`src/rtl/grant_pkg.sv`:
```
// Shared types and helpers for the arbiter / grant-lock path.
package grant_pkg;

    typedef enum logic {IDLE = 1'b0, LOCKED = 1'b1} state_e;

    localparam int N_REQ = 4;

    // Keeps only the highest set bit (bit N_REQ-1 has top priority).
    function automatic logic [N_REQ-1:0] onehot_msb(input logic [N_REQ-1:0] vec);
        logic [N_REQ-1:0] res;
        res = '0;
        for (int i = 0; i < N_REQ; i++) begin
            if (vec[i]) begin
                res    = '0;
                res[i] = 1'b1;
            end
        end
        return res;
    endfunction

    function automatic logic is_onehot(input logic [N_REQ-1:0] vec);
        return (vec != '0) && ((vec & (vec - 1'b1)) == '0);
    endfunction

endpackage

```
`src/rtl/onehot_mux.sv`:
```
// One-hot AND-OR select of per-requester data and last slices; all-zero select yields zero.
module onehot_mux #(
    parameter int N = 4,
    parameter int W = 8
) (
    input  logic [N-1:0]   sel_i,
    input  logic [N*W-1:0] data_i,
    input  logic [N-1:0]   last_i,
    output logic [W-1:0]   data_o,
    output logic           last_o
);

    always_comb begin
        data_o = '0;
        last_o = 1'b0;
        for (int i = 0; i < N; i++) begin
            if (sel_i[i]) begin
                data_o = data_o | data_i[i*W +: W];
                last_o = last_o | last_i[i];
            end
        end
    end

endmodule

```
`src/rtl/grant_lock.sv`:
```
// Locks the shared output channel to the granted requester for a whole transfer.
// One-cycle grant-to-valid latency; holds the beat while out_ready is low.
module grant_lock
    import grant_pkg::*;
#(
    parameter int N         = N_REQ,
    parameter int W         = 8,
    parameter int MAX_BEATS = 16,
    localparam int CW       = $clog2(MAX_BEATS)
) (
    input  logic           clk,
    input  logic           rst,
    input  logic [N-1:0]   grant,
    input  logic [N-1:0]   req,
    input  logic [N-1:0]   last,
    input  logic [N*W-1:0] data_in,
    input  logic           out_ready,
    output logic           out_valid,
    output logic [W-1:0]   out_data,
    output logic           out_last,
    output logic [N-1:0]   owner,
    output logic           busy,
    output logic [CW-1:0]  beat_cnt,
    output logic           done,
    output logic           abort,
    output logic           err_grant
);

    state_e         state_q, state_d;
    logic [N-1:0]   owner_q, owner_d;
    logic [CW-1:0]  beat_cnt_q, beat_cnt_d;
    logic           done_q, done_d;
    logic           abort_q, abort_d;
    logic           err_grant_q, err_grant_d;

    logic [W-1:0]   mux_data;
    logic           mux_last;
    logic           owner_req;
    logic           cap_beat;
    logic           accept;

    onehot_mux #(.N(N), .W(W)) u_mux (
        .sel_i  (owner_q),
        .data_i (data_in),
        .last_i (last),
        .data_o (mux_data),
        .last_o (mux_last)
    );

    assign busy      = (state_q == LOCKED);
    assign owner_req = |(req & owner_q);
    assign cap_beat  = (beat_cnt_q == CW'(MAX_BEATS - 1));
    assign out_valid = busy & owner_req;
    assign out_data  = busy ? mux_data : '0;
    assign out_last  = busy & (mux_last | cap_beat);
    assign accept    = out_valid & out_ready;

    always_comb begin
        state_d     = state_q;
        owner_d     = owner_q;
        beat_cnt_d  = beat_cnt_q;
        done_d      = 1'b0;
        abort_d     = 1'b0;
        err_grant_d = 1'b0;
        case (state_q)
            IDLE: begin
                if (grant != '0) begin
                    state_d     = LOCKED;
                    owner_d     = onehot_msb(grant);
                    beat_cnt_d  = '0;
                    err_grant_d = !is_onehot(grant);
                end
            end
            LOCKED: begin
                // Owner withdrawing its request ends the transfer; no beat moves that cycle.
                if (!owner_req) begin
                    state_d    = IDLE;
                    owner_d    = '0;
                    beat_cnt_d = '0;
                    abort_d    = 1'b1;
                end else if (accept && out_last) begin
                    state_d    = IDLE;
                    owner_d    = '0;
                    beat_cnt_d = '0;
                    done_d     = 1'b1;
                end else if (accept) begin
                    beat_cnt_d = beat_cnt_q + 1'b1;
                end
            end
            default: begin
                state_d = IDLE;
                owner_d = '0;
            end
        endcase
    end

    always_ff @(posedge clk or posedge rst) begin
        if (rst) begin
            state_q     <= IDLE;
            owner_q     <= '0;
            beat_cnt_q  <= '0;
            done_q      <= 1'b0;
            abort_q     <= 1'b0;
            err_grant_q <= 1'b0;
        end else begin
            state_q     <= state_d;
            owner_q     <= owner_d;
            beat_cnt_q  <= beat_cnt_d;
            done_q      <= done_d;
            abort_q     <= abort_d;
            err_grant_q <= err_grant_d;
        end
    end

    assign owner     = owner_q;
    assign beat_cnt  = beat_cnt_q;
    assign done      = done_q;
    assign abort     = abort_q;
    assign err_grant = err_grant_q;

endmodule

```
`config.mk`:
```
export PLATFORM = sky130hd
export DESIGN_NAME = grant_lock
export DESIGN_NICKNAME = d
export VERILOG_FILES = /design/src/rtl/grant_pkg.sv /design/src/rtl/onehot_mux.sv /design/src/rtl/grant_lock.sv
export SDC_FILE = /design/constraint.sdc
export NUM_CORES = 1
export LEC_CHECK = 0
export CAP_MARGIN = 20
export CORE_MARGIN = 10
export CORE_UTILIZATION = 35
export CTS_CLUSTER_DIAMETER = 120
export DETAILED_ROUTE_END_ITERATION = 8
export PLACE_DENSITY = 0.81
export SLEW_MARGIN = 0
export SYNTH_ARGS = -nofsm -noshare
export SYNTH_HDL_FRONTEND = slang
export SYNTH_SLANG_ARGS = --single-unit
```
`constraint.sdc`:
```
create_clock -name clk -period 2.8 [get_ports clk]
set_input_delay 0.84 -clock clk [delete_from_list [all_inputs] [get_ports clk]]
set_output_delay 0.84 -clock clk [all_outputs]
set_load 0.02 [all_outputs]
```
==> metrics.log, run 1 <==
[metrics] run status: finished, final reports clean
[metrics] final setup violation count: 0
[metrics] f_max: 357.7 MHz
[metrics] maximum number of pins on one net before global-route repair: 14
[metrics] most common library cell in the layout ignoring fill and taps: clkdlybuf4s50_1
[metrics] antenna-violating nets left: 0
[metrics] CTS Buf Count: 3
[metrics] post-DR vias/cell: 5.256
[metrics] startpoint type of the worst setup path: input pin
[metrics] detailed-route DRC error count: 0
[metrics] vias in the first global route: 1082
[metrics] Required @ worst endpoint: 1.96 ns
[metrics] average cell area after synthesis: 8.887 µm²
[metrics] global-route wire length before repair: 5533 µm
[metrics] Chip Height: 69.63 µm
[metrics] count of flip-flops with a built-in enable after synthesis: 0
[metrics] worst-margin pin slew: 0.5082 ns
[metrics] total power after layout: 0.0009339 W
[metrics] Hold Violations, Final: 0
[metrics] leakage: 0.6416 nW
[metrics] layout overhead on the synthesized area: 84.47%
[metrics] number of hold-repair buffers added at the cts stage: 0
[metrics] CP arrival: 1.96 ns
[metrics] top fanout value on the critical path: 2
[metrics] kind of critical path: input pin to output port
[metrics] Synth Cell Area: 862.1 µm²
[metrics] largest cells by area after synthesis: dfrtp_1 35%, a22oi_1 14%, a22oi_4 4.9%, a21oi_1 4.6%, a22o_1 4.1%
[metrics] clock-pin slew on the worst setup and hold paths: 0.07 ns
[metrics] vias: 1025
[metrics] average wire length per cell after detail routing: 18.37 µm
[metrics] antenna violations before repair: 0
[metrics] total inserted antenna cells: 0
[metrics] CTS tree: yes
[metrics] IR drop worst, VDD: 0.5342 mV
[metrics] Remaining Overflow, GRT: 0
[metrics] number of synthesized register bits: 12
[metrics] die boundary width: 69.63 µm
[metrics] post-layout min period: 2.795 ns
[metrics] Ys Warns: 0
[metrics] smallest setup slack after layout: 0.004704 ns
[metrics] Crit. End Element: output port
[metrics] Min-Delay Path Class: register to register
[metrics] clock latency of the later-clocked register in the worst-skew pair: 0.27 ns
[metrics] synthesized instance count: 97
[metrics] initial standard-cell utilization of the core: 37.88%
[metrics] Iteration-0 DRC Markers: 33
[metrics] ports placed on the boundary: 69
[metrics] number of core rows: 17
[metrics] final setup skew: 0.0008301 ns
[metrics] max-capacitance violation count: 0
[metrics] Pins Over Slew Limit: 0
[metrics] portion of the clock cycle consumed by the worst path in the final layout: 99.83%
[metrics] Setup TNS: 0 ns
[metrics] Power per Cell Area: 587.3 nW/µm²
[metrics] half-perimeter wire length of the detailed placement result: 2996 µm
[metrics] count of input and output buffers: 68
[metrics] NumNets Final: 216
[metrics] core area: 2276 µm²
[metrics] number of distinct library cell variants in the gate-level netlist after synthesis: 28
[metrics] fraction of layout cells with a size suffix above 1: 10.18%
[metrics] post-CTS setup buffer count: 0
[metrics] remaining max-slew budget at the tightest pin: 66.12%
[metrics] dominant cell type by area after synthesis: dfrtp_1
[metrics] maximum clock insertion buffer count: 2
[metrics] number of fill cells in the layout: 189
[metrics] placed cell areas: 1563 µm²
[metrics] Die Area: 4848 µm²
[metrics] total length of routed wires: 3583 µm
[metrics] Most used DFF post-synth: dfrtp_1
[metrics] Sinks on Clock Net: 12
[metrics] buffer type at the clock tree root: clkbuf_4
[metrics] commonest cells after routing, fill and taps aside: 58 x clkdlybuf4s50_1, 16 x a22oi_1, 12 x dfrtp_1
[metrics] Async SR Flop Fraction: 100.0%
[metrics] Synthesized Nets: 145
[metrics] Layout Cell Area excl Fill: 1590 µm²
[metrics] share of the core filled with cells: 69.87%
[metrics] top-area cell type share of the netlist area: 34.83%
[metrics] H-tree depth: 1
[metrics] sequential share of the synthesized area: 34.83%
[metrics] GR Util All Layers: 14.12%
[metrics] worst slack, placed: -0.3490 ns
[metrics] final weighted congestion of routability-driven global placement: 0.7895
[metrics] first-pass iteration count of the detailed router: 4
-- registers in the layout (all words and copies together), names as in the netlist --
name / cells
owner: 4
abort: 1
beat_cnt: 4
done: 1
err_grant: 1
busy: 1
-- synthesized netlist by cell type, types with 2 or more instances --
cell type and n:
buf_6 3, or4b_1 2, a22oi_4 2, clkbuf_1 3
nor3_1 4, o2bb2ai_1 2, o211ai_1 2, o21ai_0 6
inv_1 6, nor2_1 6, nand3_1 2, nand2_1 7
dfrtp_1 12, a21oi_1 8, a22oi_1 16, a22o_1 4
-- kinds of logic after synthesis --
kind of cell / synth area share, %
adders and majority gates: 2.612
AOI/OAI and AO/OA: 38.03
buffers and inverters: 7.837
DFF: 34.83
and+or+nand+nor: 16.69
-- layout make-up --
| class | count | area (µm²) | share of cell area [%] |
|---|---|---|---|
| Timing Repair Buffer | 72 | 695.7 | 43.74 |
| Multi-Input combinational cell | 73 | 500.5 | 31.47 |
| Sequential cell | 12 | 300.3 | 18.88 |
| Clock buffer | 4 | 36.28 | 2.282 |
| Tap cell | 28 | 35.03 | 2.203 |
| Inverter | 6 | 22.52 | 1.416 |
-- metrics by stage --
stage	hold WS [ns]	cells
2_1_floorplan	0.6367	97
3_3_place_gp	0.5412	191
3_5_place_dp	0.5533	191
4_1_cts	0.5709	195
5_1_grt	0.5813	195
6_report	0.5732	195
-- layer usage --
layer  global-route usage [%]  up-vias  wire length (µm)
met1                    13.53      483              1228
met5                        0        -                 0
li1                         -      512                 -
met3                    3.281        4               122
met4                    4.783        0                55
met2                    28.13       26              2177
-- worst paths after layout --
path                              from     endpoint  slack, ns  cells past startpoint
setup / recovery               last[1]     out_last      0.005                      4
hold / removal             beat_cnt[1]  beat_cnt[1]       0.57                      1
setup reg to reg              owner[0]  beat_cnt[2]       0.93                      5
hold reg to reg            beat_cnt[1]  beat_cnt[1]       0.57                      1
max in group asynchronous          rst     owner[3]       1.62                      2
min in group asynchronous          rst  beat_cnt[2]       0.87                      2
-- where the power goes --
part	total [W]	switching, W	internal, W
clock network	0.000136	0.0000568	0.0000790
logic	0.000535	0.000281	0.000254
registers	0.000263	0.0000566	0.000207
total	0.000934	0.000394	0.000540
-- worst max-delay path: stages --
cell	delay, ns
clkdlybuf4s50_1	0.51
a22oi_4	0.09
a31oi_2	0.22
clkdlybuf4s15_2	0.29
-- repair_timing --
| item | CTS | global route |
|---|---|---|
| resized for setup | 16 | 10 |
| endpoints found under the hold margin | 0 | 0 |
| endpoints found under the setup margin | 10 | 8 |
(Power assumes the default switching activity.)
==> inputs of run 2 (changes only) <==
--- a/config.mk
+++ b/config.mk
@@ -6,11 +6,13 @@
 export NUM_CORES = 1
 export LEC_CHECK = 0
 export CAP_MARGIN = 20
+export CELL_PAD_IN_SITES_DETAIL_PLACEMENT = 0
+export CELL_PAD_IN_SITES_GLOBAL_PLACEMENT = 2
 export CORE_MARGIN = 10
-export CORE_UTILIZATION = 35
+export CORE_UTILIZATION = 18
 export CTS_CLUSTER_DIAMETER = 120
 export DETAILED_ROUTE_END_ITERATION = 8
-export PLACE_DENSITY = 0.81
+export PLACE_DENSITY = 0.82
 export SLEW_MARGIN = 0
 export SYNTH_ARGS = -nofsm -noshare
 export SYNTH_HDL_FRONTEND = slang
==> metrics.log, run 2 (synthesized netlist as in run 1, its figures left out) <==
[metrics] final setup violation count: 0
[metrics] proportion of power drawn by flip-flops and latches: 27.4%
[metrics] die boundary width: 89.21 µm
[metrics] Pins Over Slew Limit: 0
[metrics] crit path max-delay cell type: clkdlybuf4s50_1
[metrics] most common library cell in the layout ignoring fill and taps: clkdlybuf4s50_1
[metrics] first-pass iteration count of the detailed router: 4
[metrics] Chip Height: 89.21 µm
[metrics] total power after layout: 0.0009872 W
[metrics] Layout Cell Area excl Fill: 1639 µm²
[metrics] IR drop worst, VDD: 0.2975 mV
[metrics] final setup skew: 0.0007754 ns
[metrics] remaining max-slew budget at the tightest pin: 64.95%
[metrics] Die Area: 7958 µm²
[metrics] average wire length per cell after detail routing: 17.00 µm
[metrics] run status: finished, final reports clean
[metrics] Power per Cell Area: 602.3 nW/µm²
[metrics] total inserted antenna cells: 0
[metrics] half-perimeter wire length of the detailed placement result: 3086 µm
[metrics] vias: 1057
[metrics] maximum clock insertion buffer count: 2
[metrics] maximum number of pins on one net before global-route repair: 14
[metrics] global-route wire length before repair: 5582 µm
[metrics] Iteration-0 DRC Markers: 73
[metrics] CP arrival: 1.91 ns
[metrics] unrepaired setup endpoints after global routing: no
[metrics] initial standard-cell utilization of the core: 18.37%
[metrics] NumNets Final: 217
[metrics] detailed-route DRC error count: 0
[metrics] vias in the first global route: 1041
[metrics] GR Util All Layers: 8.729%
[metrics] CP top delay family: buffers and inverters
[metrics] Required @ worst endpoint: 1.96 ns
[metrics] smallest setup slack after layout: 0.05157 ns
[metrics] Buf/Inv on CP: 2
[metrics] Crit. End Element: output port
[metrics] post-CTS setup buffer count: 0
[metrics] fraction of power consumed by the clock network: 18.9%
[metrics] count of input and output buffers: 68
[metrics] buffer type at the clock tree root: clkbuf_8
[metrics] kind of critical path: input pin to output port
[metrics] critical path cell sequence: clkdlybuf4s50_1 > a22oi_1 > a21oi_1 > dlygate4sd2_1
[metrics] post-DR vias/cell: 4.761
[metrics] f_max: 363.8 MHz
[metrics] share of the core filled with cells: 34.93%
[metrics] clock latency of the later-clocked register in the worst-skew pair: 0.24 ns
[metrics] H-tree depth: 1
[metrics] portion of the clock cycle consumed by the worst path in the final layout: 98.16%
[metrics] final weighted congestion of routability-driven global placement: 0.7479
[metrics] Remaining Overflow, GRT: 0
[metrics] worst slack, placed: -0.2992 ns
[metrics] proportion of total power due to net switching: 41.02%
[metrics] placed cell areas: 1603 µm²
[metrics] antenna violations before repair: 0
[metrics] top fanout value on the critical path: 1
[metrics] Sinks on Clock Net: 12
[metrics] Hold Violations, Final: 0
[metrics] startpoint type of the worst setup path: input pin
[metrics] max-capacitance violation count: 0
[metrics] worst-margin pin slew: 0.5257 ns
[metrics] layout overhead on the synthesized area: 90.13%
[metrics] core area: 4692 µm²
[metrics] commonest cells after routing, fill and taps aside: 58 x clkdlybuf4s50_1, 16 x a22oi_1, 12 x dfrtp_1
[metrics] leakage: 0.6604 nW
[metrics] number of core rows: 25
[metrics] total length of routed wires: 3774 µm
[metrics] CTS Buf Count: 3
[metrics] switching power: 0.0004050 W
[metrics] maximum cell stage delay along the critical path: 0.46 ns
[metrics] fraction of layout cells with a size suffix above 1: 9.524%
[metrics] ports placed on the boundary: 69
[metrics] post-layout min period: 2.748 ns
[metrics] clock-pin slew on the worst setup and hold paths: 0.05 ns
[metrics] cell-internal power: 0.0005822 W
[metrics] combinational group share of total power: 53.8%
[metrics] CTS tree: yes
[metrics] antenna-violating nets left: 0
[metrics] Min-Delay Path Class: register to register
-- run 2: cell count changes in the layout (fill, tap and decap cells not counted), sizes merged --
| cell | change |
|---|---|
| clkdlybuf4s15 | -2 |
| dlygate4sd2 | +2 |
| buf | +1 |
-- run 2: repair_timing --
action	4_1_cts	5_1_grt
endpoints found under the setup margin	10	6
cloned	0	0
gates resized for setup	14	8
hold buffers	0	0
-- run 2: power by group through the flow --
stage / clock network [W] / logic, W / registers [W]
after floorplan: 0 / 0.000260 / 0.000285
after global placement: 0 / 0.000564 / 0.000269
after detailed placement: 0 / 0.000567 / 0.000273
after CTS: 0.000194 / 0.000538 / 0.000270
after global routing: 0.000202 / 0.000576 / 0.000278
final: 0.000186 / 0.000531 / 0.000270
-- run 2: path summary, 6_finish.rpt --
check	start	to	slack (ns)	depth (start not counted)
setup / recovery	data_in[2]	out_data[2]	0.05	4
hold reg to reg	beat_cnt[1]	beat_cnt[1]	0.56	1
min in group asynchronous	rst	done	0.92	2
setup reg to reg	owner[0]	beat_cnt[2]	0.91	5
hold / removal	beat_cnt[1]	beat_cnt[1]	0.56	1
max in group asynchronous	rst	beat_cnt[0]	1.56	2
-- run 2: final cells by class --
class / count / area [µm²]
Clock buffer: 4 / 55.05
Fill cell: 481 / 3053
Tap cell: 54 / 67.56
Timing Repair Buffer: 73 / 699.4
Multi-Input combinational cell: 73 / 494.2
Sequential cell: 12 / 300.3
Inverter: 6 / 22.52
-- run 2: metrics by stage --
stage / setup TNS [ns] / std cells / hold WS, ns
after global routing: 0 / 222 / 0.5948
after global placement: -2.354 / 218 / 0.5460
after floorplan: 0 / 97 / 0.6367
after detailed placement: -2.416 / 218 / 0.5399
final: 0 / 222 / 0.5611
after CTS: 0 / 222 / 0.5565
-- run 2: worst reg2reg max path, delay by kind of cell (launching register included) --
family / cells / cell delay (ns)
flip-flops: 1 / 0.67
buffers and inverters: 1 / 0.15
AND/OR/NAND/NOR: 1 / 0.51
AO/OA/AOI/OAI: 3 / 0.47
-- run 2: per-layer routing --
| layer | share of wire (%) | track usage, % |
|---|---|---|
| met5 | 0 | 0 |
| met4 | 0 | 0.8671 |
| met3 | 7.6 | 3.555 |
| met2 | 51 | 14.13 |
| met1 | 41 | 10.94 |
==> inputs of run 3 (changes only) <==
--- a/config.mk
+++ b/config.mk
@@ -9,10 +9,12 @@
 export CELL_PAD_IN_SITES_DETAIL_PLACEMENT = 0
 export CELL_PAD_IN_SITES_GLOBAL_PLACEMENT = 2
 export CORE_MARGIN = 10
-export CORE_UTILIZATION = 18
+export CORE_UTILIZATION = 16
 export CTS_CLUSTER_DIAMETER = 120
 export DETAILED_ROUTE_END_ITERATION = 8
-export PLACE_DENSITY = 0.82
+export MAX_ROUTING_LAYER = met4
+export PLACE_DENSITY = 0.73
+export SETUP_SLACK_MARGIN = 0.15
 export SLEW_MARGIN = 0
 export SYNTH_ARGS = -nofsm -noshare
 export SYNTH_HDL_FRONTEND = slang
==> constraint.sdc (replaced) <==
create_clock -name clk -period 3 [get_ports clk]
set_input_delay 0.9 -clock clk [delete_from_list [all_inputs] [get_ports clk]]
set_output_delay 0.9 -clock clk [all_outputs]
set_load 0.02 [all_outputs]
==> metrics.log, run 3 (synthesized netlist as in run 1, its figures left out) <==
[metrics] run status: finished, final reports clean
[metrics] Worst Hold Launch: beat_cnt[0]
[metrics] Reg-to-Reg Start: owner[0]
[metrics] smallest setup slack after layout: 0.1903 ns
[metrics] global-route wire length before repair: 5789 µm
[metrics] initial standard-cell utilization of the core: 16.67%
[metrics] fraction of layout cells with a size suffix above 1: 13.17%
[metrics] Die Area: 8724 µm²
[metrics] Remaining Overflow, GRT: 0
[metrics] CP arrival: 1.91 ns
[metrics] depth of the most critical reg-to-reg path: 6
[metrics] antenna-violating nets left: 0
[metrics] first-pass iteration count of the detailed router: 4
[metrics] count of input and output buffers: 68
[metrics] clock latency of the later-clocked register in the worst-skew pair: 0.24 ns
[metrics] IR drop worst, VDD: 0.2671 mV
[metrics] final setup violation count: 0
[metrics] R2R setup slack: 1.02 ns
[metrics] half-perimeter wire length of the detailed placement result: 3118 µm
[metrics] worst slack, placed: -0.2245 ns
[metrics] kind of critical path: input pin to output port
[metrics] commonest cells after routing, fill and taps aside: 58 x clkdlybuf4s50_1, 16 x a22oi_1, 12 x dfrtp_1
[metrics] Required @ worst endpoint: 2.10 ns
[metrics] ports placed on the boundary: 69
[metrics] max-capacitance violation count: 0
[metrics] GR Util All Layers: 8.509%
[metrics] number of core rows: 26
[metrics] final setup skew: 0.0007118 ns
[metrics] Hold Violations, Final: 0
[metrics] CTS Buf Count: 3
[metrics] Sinks on Clock Net: 12
[metrics] critical path cell sequence: clkdlybuf4s50_1 > a22oi_1 > a21oi_1 > clkdlybuf4s15_2
[metrics] vias: 1027
[metrics] most common library cell in the layout ignoring fill and taps: clkdlybuf4s50_1
[metrics] Crit Reg-Reg Endpoint: beat_cnt[2]
[metrics] layout overhead on the synthesized area: 90.86%
[metrics] total inserted antenna cells: 0
[metrics] maximum number of pins on one net before global-route repair: 14
[metrics] final weighted congestion of routability-driven global placement: 0.7075
[metrics] NumNets Final: 216
[metrics] number of cells on the worst hold path: 1
[metrics] die boundary width: 93.40 µm
[metrics] core area: 5172 µm²
[metrics] CTS tree: yes
[metrics] share of the core filled with cells: 31.81%
[metrics] Min-Delay Path Class: register to register
[metrics] maximum cell stage delay along the critical path: 0.46 ns
[metrics] post-layout min period: 2.810 ns
[metrics] startpoint type of the worst setup path: input pin
[metrics] top fanout value on the critical path: 1
[metrics] Iteration-0 DRC Markers: 46
[metrics] maximum clock insertion buffer count: 2
[metrics] f_max: 355.9 MHz
[metrics] clock-pin slew on the worst setup and hold paths: 0.05 ns
[metrics] number of fill cells in the layout: 541
[metrics] unrepaired setup endpoints after global routing: no
[metrics] post-DR vias/cell: 4.333
[metrics] portion of the clock cycle consumed by the worst path in the final layout: 93.66%
[metrics] remaining max-slew budget at the tightest pin: 65.60%
[metrics] end of the worst hold path: beat_cnt[0]
[metrics] crit path max-delay cell type: clkdlybuf4s50_1
[metrics] antenna violations before repair: 0
[metrics] Power per Cell Area: 553.6 nW/µm²
[metrics] Crit. End Element: output port
[metrics] detailed-route DRC error count: 0
[metrics] average wire length per cell after detail routing: 16.02 µm
[metrics] H-tree depth: 1
[metrics] worst-margin pin slew: 0.5160 ns
[metrics] total length of routed wires: 3797 µm
[metrics] Pins Over Slew Limit: 0
[metrics] vias in the first global route: 1093
[metrics] leakage: 0.6458 nW
[metrics] buffer type at the clock tree root: clkbuf_8
[metrics] Buf/Inv on CP: 2
[metrics] CP top delay family: buffers and inverters
[metrics] Chip Height: 93.40 µm
run 3: what timing repair did:
action / in CTS / in global routing
endpoints found under the hold margin: 0 / 0
endpoints found under the setup margin: 10 / 6
pin swaps: 0 / 2
hold buffers: 0 / 0
resized for setup: 29 / 6
buffers inserted: 0 / 1
run 3: power breakdown:
group	internal [W]	total, W	switching, W
combinational	0.000229	0.000472	0.000242
sequential	0.000193	0.000262	0.0000690
clock	0.000116	0.000177	0.0000606
run 3: layer usage:
| layer | wire length, µm | global-route usage, % | up-vias |
|---|---|---|---|
| li1 | - | - | 515 |
| met5 | 0 | - | - |
| met4 | 12 | 1.157 | 0 |
| met1 | 1603 | 10.14 | 483 |
| met2 | 1999 | 14.10 | 27 |
| met3 | 181 | 2.558 | 2 |
run 3: area by class of cell:
class	count	area [µm²]	share of cell area, %
Timing Repair Buffer	72	685.7	41.67
Multi-Input combinational cell	73	494.2	30.04
Sequential cell	12	300.3	18.25
Tap cell	70	87.58	5.323
Clock buffer	4	55.05	3.346
Inverter	6	22.52	1.369
run 3: how the worst max path moves through the flow:
stage,end,depth (start not counted),slack [ns],start
finish,out_data[1],4,0.19,data_in[1]
detailed placement,out_last,4,-0.22,last[1]
CTS,out_last,4,0.08,last[1]
floorplan,out_valid,3,0.62,req[0]
global route,out_valid,5,0.15,req[2]
global placement,out_last,4,-0.24,last[1]
run 3: worst register-to-register path, delay by kind of cell, from the launching register on:
kind	cells	cell delay, ns
AOI/OAI and AO/OA	3	0.45
buffers and inverters	2	0.28
DFF	1	0.66
and+or+nand+nor	1	0.51
run 3: through the flow:
stage	hold slack, ns	TNS (ns)	std cells	total power [W]	instance area, µm²
3_5_place_dp	0.5530	-1.696	232	0.0007696	1608
3_3_place_gp	0.5439	-1.686	232	0.0007698	1608
6_report	0.5669	0	237	0.0009108	1645
2_1_floorplan	0.6367	0	97	0.0005088	862.1
5_1_grt	0.5994	0	237	0.0009843	1645
4_1_cts	0.5662	0	236	0.0009378	1667
